## src/rtl/superio_irqc.sv

```systemverilog
// SuperIO interrupt controller: synchronises up to 8 sources, latches them in edge or
// level mode, and steers masked pending bits onto two registered active-low IRQ lines.
module superio_irqc #(
  parameter int          NSRC = 8,
  parameter logic [7:0]  ID   = 8'h49
) (
  input  logic            clk,
  input  logic            rst,
  input  logic            cs,
  input  logic            rw,
  input  logic [2:0]      AD,
  input  logic [7:0]      DI,
  output logic [7:0]      DO,
  input  logic [NSRC-1:0] src,
  output logic [1:0]      irq_n
);

  localparam logic [7:0] VALID = 8'((16'd1 << NSRC) - 16'd1);

  logic [7:0] src_ext;
  logic [7:0] sync1_q, s_q, prev_q;
  logic [7:0] pend_q, pend_d;
  logic [7:0] mask_q, mask_d;
  logic [7:0] mode_q, mode_d;
  logic [7:0] route_q, route_d;
  logic [1:0] irq_n_q, irq_n_d;
  logic [7:0] status, set, clr, edge_next;
  logic [2:0] idx;
  logic       none;
  logic       wr;

  always_comb begin
    src_ext = '0;
    src_ext[NSRC-1:0] = src;
  end

  assign wr     = cs & ~rw;
  assign status = pend_q & mask_q;
  assign none   = (status == 8'h00);

  // Lowest-numbered active STATUS bit wins.
  always_comb begin
    idx = 3'd0;
    for (int i = 7; i >= 0; i--) begin
      if (status[i]) idx = 3'(i);
    end
  end

  always_comb begin
    mask_d  = (wr && AD == 3'd2) ? (DI & VALID) : mask_q;
    mode_d  = (wr && AD == 3'd3) ? (DI & VALID) : mode_q;
    route_d = (wr && AD == 3'd4) ? (DI & VALID) : route_q;
    set     = mode_q & ((s_q & ~prev_q) | ((wr && AD == 3'd6) ? DI : 8'h00));
    clr     = ((wr && AD == 3'd1) ? DI : 8'h00)
            | ((wr && AD == 3'd5) ? (8'd1 << DI[2:0]) : 8'h00);
    // Set beats clear; the latch only survives while the bit stays edge mode across the edge.
    edge_next = set | (pend_q & ~clr);
    pend_d    = ((mode_d & mode_q & edge_next) | (~mode_d & s_q)) & VALID;
    irq_n_d[0] = ~|(status & ~route_q);
    irq_n_d[1] = ~|(status & route_q);
  end

  always_ff @(posedge clk) begin
    if (!rst) begin
      sync1_q <= 8'h00;
      s_q     <= 8'h00;
      prev_q  <= 8'h00;
      pend_q  <= 8'h00;
      mask_q  <= 8'h00;
      mode_q  <= 8'h00;
      route_q <= 8'h00;
      irq_n_q <= 2'b11;
    end else begin
      sync1_q <= src_ext & VALID;
      s_q     <= sync1_q;
      prev_q  <= s_q;
      pend_q  <= pend_d;
      mask_q  <= mask_d;
      mode_q  <= mode_d;
      route_q <= route_d;
      irq_n_q <= irq_n_d;
    end
  end

  assign irq_n = irq_n_q;

  always_comb begin
    DO = 8'h00;
    if (cs) begin
      case (AD)
        3'd0:    DO = status;
        3'd1:    DO = pend_q;
        3'd2:    DO = mask_q;
        3'd3:    DO = mode_q;
        3'd4:    DO = route_q;
        3'd5:    DO = {none, 4'b0000, idx};
        3'd6:    DO = 8'h00;
        default: DO = ID;
      endcase
    end
  end

endmodule

```

## config.mk

```make
export PLATFORM = sky130hd
export DESIGN_NAME = superio_irqc
export DESIGN_NICKNAME = d
export VERILOG_FILES = /design/src/rtl/superio_irqc.sv
export SDC_FILE = /design/constraint.sdc
export NUM_CORES = 1
export LEC_CHECK = 0
export BUFFER_PORTS_ARGS = -buffer_cell sky130_fd_sc_hd__buf_2
export CAP_MARGIN = 20
export CELL_PAD_IN_SITES_DETAIL_PLACEMENT = 1
export CELL_PAD_IN_SITES_GLOBAL_PLACEMENT = 2
export CORE_UTILIZATION = 38
export DETAILED_ROUTE_END_ITERATION = 12
export PLACE_DENSITY = 0.95
export SYNTH_ARGS = -nofsm -noshare
export SYNTH_HDL_FRONTEND = slang
export SYNTH_SLANG_ARGS = --single-unit
```

## constraint.sdc

```tcl
create_clock -name clk -period 2.2 [get_ports clk]
set_input_delay 0.11 -clock clk [delete_from_list [all_inputs] [get_ports clk]]
set_output_delay 0.11 -clock clk [all_outputs]
set_load 0.05 [all_outputs]
```

## Word level (Yosys, flattened, before mapping)

Index checks and enable logic that the tools add are counted.

| word-level totals | value |
|---|---|
| flip-flop bits (word level) | 58 |
| bits in latches | 0 |
| memory bits (writable) | 0 |
| memory bits (read-only) | 0 |
| bits of input ports | 23 |
| output and inout bits | 10 |
| word-level logic and storage cells | 60 |
| memories kept | 0 |

| cells by class | value |
|---|---|
| $add $sub $neg | 0 |
| multipliers | 0 |
| divide/modulo/power cells | 0 |
| $lt $le $gt $ge | 0 |
| equality and inequality tests | 6 |
| shift operators | 1 |
| muxes and demuxes | 14 |
| bitwise logic cells | 19 |
| reductions and logical operators | 12 |

Operators with widths:

| kind | number |
|---|---|
| $and A8 B8 Y8 | 9 |
| $pmux W8 S7 | 1 |
| $mux W8 | 5 |
| $not A8 Y8 | 4 |
| $or A8 B8 Y8 | 4 |
| $mux W3 | 8 |
| $reduce_or A8 Y1 | 2 |
| $eq A3 B3 Y1 const B | 3 |
| $logic_not A8 Y1 | 1 |
| $shl A1 B3 Y8 const A | 1 |
| $eq A3 B2 Y1 const B | 2 |
| $logic_and A1 B1 Y1 | 6 |
| $eq A3 B1 Y1 const B | 1 |
| $logic_not A3 Y1 | 1 |
| $logic_not A1 Y1 | 2 |
| $and A1 B1 Y1 | 1 |
| $not A1 Y1 | 1 |

## Logic depth before layout (Yosys ltp)

| logic depth | value |
|---|---|
| word-level depth | 11 |
| depth in mapped cells | 6 |

## Worst setup path after synthesis

Ideal clock, no wire load.

| path | value |
|---|---|
| kind | input to output |
| from | in AD[2] |
| to | out DO[3] |
| arrival time | 2.011 ns |
| data required time | 2.090 ns |
| slack | 0.079 ns |
| stages | 4 |
| path through | clkbuf_1 -> buf_2 -> o21ai_0 -> a311oi_1 |

| between the ends | value |
|---|---|
| cells in the longest elaborated chain, start to end | 3 |
| elaborated cells between the ends (all ways) | 9 |
| classes of those cells | eq/ne (6); mux (2); reduce/logical (1) |

Ends and longest elaborated chain:

| element | RTL line | RTL |
|---|---|---|
| start: declaration | 11 | `input logic [2:0] AD,` |
| $eq A3 B3 Y1 (tied with other cells) | 90 | `case (AD)` |
| $pmux W8 S7 (*) | 90 |  |
| $mux W8 (*) | 89 | `if (cs) begin` |
| end: declaration | 13 | `output logic [7:0] DO,` |

Every way passes the cells marked *; elsewhere a longest branch is shown, timed or not.

## Final worst setup path

| path | value |
|---|---|
| from | reg pend_q[7] |
| to | out DO[1] |

| between the ends | value |
|---|---|
| cells in the longest elaborated chain, start to end | 11 |

Ends and longest elaborated chain:

| element | RTL line | RTL |
|---|---|---|
| start: declaration | 22 | `logic [7:0] pend_q, pend_d;` |
| start signal: assignment | 77 | `pend_q <= pend_d;` |
| $and A8 B8 Y8 | 38 | `assign status = pend_q & mask_q;` |
| $mux W3 (8 in series) | 45 | `if (status[i]) idx = 3'(i);` |
| $pmux W8 S7 | 90 |  |
| $mux W8 | 89 |  |

No other way between the ends.

==> results.py <==
metrics = {
    "run": {
        "maxCapViolations": 0,
    },
    "final_layout": {
        "area_growth_pct": 18.7,
        "fillers": 903,
        "final_nets": 387,
        "n_antenna_cell": 0,
        "final_layout_size_suffix_gt1_share_pct": 19.6,
    },
    "drt": {
        "dr.pass1.iters": 4,
        "ant_nets": 0,
        "drc": 0,
        "avgRoutedWirePerCell_um": 18.0,
        "drtIter0Drc": 135,
        "postRouteWirelength_um": 8410,
        "viasPerCell": 5.66,
        "vias": 2641,
    },
    "timing": {
        "grt_setup_unrepaired": "false",
        "maxSlewHeadroom_pct": 47.6,
        "fin_setup_tns_ns": 0,
        "setup_viol": 0,
        "slew_viol_final": 0,
        "fmax_mhz": 503,
        "finalHoldViolations": 0,
        "worstMarginPinSlew_ns": 0.786,
        "fin_crit_ns": 1.99,
        "hold_ws_ns": 0.0964,
        "fin_crit_sh_pct": 90.4,
        "skew_ns": 0.00668,
    },
    "yosys": {
        "yosysMostFrequentCell": "dfxtp_1",
        "synth-edff-count": 0,
        "synth_seq_area_share_pct": 40.3,
        "synth_cell_types": 49,
        "syn-cell-area_mm2": 0.00288,
        "synth_nets": 350,
        "synth_top_cells_by_count": "dfxtp_1 (58), nand2_1 (33), nand3_1 (30), and2_1 (26), nor2b_1 (20)",
        "synth_top_cell_by_area": "dfxtp_1",
        "synth-seq-cells": 58,
        "async_flop_share_pct": 0,
        "synthFlopType": "dfxtp_1",
        "synthCells": 327,
        "synthTopCellsByArea": "dfxtp_1 (40%), and2_1 (5.7%), nand3_1 (5.2%)",
        "synth_top_cell_area_share_pct": 40.3,
        "synth_area_per_cell_um2": 8.80,
        "ys_warn_count": 0,
    },
    "clocking": {
        "cts_max_level": 3,
        "postCtsHoldBufs": 8,
        "cts_resized": 0,
        "cts_tree": "built",
        "postCtsSetupBuffers": 0,
        "clock_path_buffers": 2,
        "insertion_delay_ns": 0.34,
        "cts.sinks": 58,
        "numCtsBuffers": 9,
        "cts-root-buf": "clkbuf_8",
        "clk_pin_slew_worst_paths_ns": 0.07,
    },
    "worst_setup_path": {
        "criticalPathCategory": "register to output port",
        "worstPathRequired_ns": 2.09,
        "start_kind": "register",
        "crit_arrival_ns": 1.88,
        "crit_fanout": 5,
        "cp-end-kind": "output port",
    },
    "die": {
        "fp.dieW_um": 89.0,
        "dieArea_mm2": 0.00793,
        "core_area_mm2": 0.00729,
        "rows": 31,
        "initial_core_util_pct": 39.5,
        "pin_count": 33,
        "die_h_um": 89.0,
    },
    "placed_design": {
        "placement.io_buffers": 32,
        "place.gp.congestion": 0.918,
        "dp_hpwl_um": 5910,
    },
    "grt": {
        "grt_pass1_vias": 2655,
        "antenna_found_initial": 0,
        "grtUsageTotal_pct": 23.9,
        "grt_max_degree": 52,
        "grt_overflow": 0,
        "grt_pass1_wl_um": 14000,
    },
    "run_status": {
        "status": "complete, no violations",
    },
    "hold_path": {
        "hold_path_class": "input port to register",
    },
    "power": {
        "p_leak_uw": 0.00146,
        "power_density_mw_per_mm2": 700,
        "vdd_drop_max_mv": 0.297,
    },
}
==> layer usage <==
metal,GRT usage (%),share of wire [%]
met1,31.5,46
met2,36.9,46
met3,5.26,3.9
met4,12.4,3.4
met5,0,0
==> metrics by stage <==
| stage | instances | util [%] | worst slack [ns] | area, µm² | total power [µW] |
|---|---|---|---|---|---|
| 6_report | 467 | 46.8 | 0.211 | 3410 | 2390 |
| 5_1_grt | 467 | 46.8 | 0.0466 | 3410 | 2490 |
| 4_1_cts | 467 | 46.8 | 0.186 | 3410 | 2410 |
| 3_5_place_dp | 444 | 42.9 | 0.410 | 3130 | 1340 |
| 3_3_place_gp | 444 | 42.9 | 0.453 | 3130 | 1330 |
| 2_1_floorplan | 327 | - | 0.0795 | 2880 | 1250 |
==> final timing paths <==
kind,from,endpoint,slack [ns],cells past startpoint
max,pend_q[7],DO[1],0.21,5
min reg2reg,sync1_q[7],s_q[7],0.43,1
min,DI[4],mask_q[4],0.1,3
max reg2reg,pend_q[1],irq_n[0],0.98,3
==> placed cells by master (no fill, tap or decap), drive strengths merged, types with 3 or more instances in the layout <==
master and count:
nand4 6, o211ai 9, nor2b 20, clkinv 3, nand4b 3, a32oi 3
clkbuf 9, nand3 31, o21ai 6, dfxtp 58, dlygate4sd3 8, mux2 9
a31oi 9, inv 10, o22a 3, nor2 6, buf 41, mux2i 12
a41o 8, nand2 33, a21boi 8, or2 3, o22ai 11, and2 26
a21oi 4
==> power breakdown <==
part | internal [µW] | switching, µW | total [µW]
sequential | 1080 | 19.1 | 1100
combinational | 92.1 | 140 | 232
clock | 625 | 439 | 1060
==> worst max-delay path, cell delays in order (launching register included) <==
cell,delay (ns)
dfxtp_1,0.42
nand2_1,0.17
a221oi_1,0.39
o211ai_1,0.12
a31oi_1,0.16
buf_2,0.28
==> kinds of logic after synthesis <==
family,after synthesis,share of synthesized area [%]
buffers and inverters,33,4.83
and+or+nand+nor,139,27.0
DFF,58,40.3
AOI/OAI and AO/OA,76,19.7
muxes,21,8.09
==> flip-flops by register name (all words and copies together) (netlist names) <==
register / flops
mask_q: 8
route_q: 8
s_q: 8
mode_q: 8
sync1_q: 8
pend_q: 8
irq_n: 2
prev_q: 8
==> layout make-up <==
| cell class | count | area (µm²) | area share (%) |
|---|---|---|---|
| multi-input combinational | 236 | 1580 | 46.2 |
| sequential | 58 | 1160 | 34.0 |
| timing repair buffer | 49 | 308 | 9.01 |
| clock buffer | 9 | 124 | 3.63 |
| tap | 99 | 124 | 3.63 |
| clock inverter | 6 | 82.6 | 2.42 |
| inverter | 10 | 37.5 | 1.10 |
No activity file was read; power rests on OpenSTA's default activity.
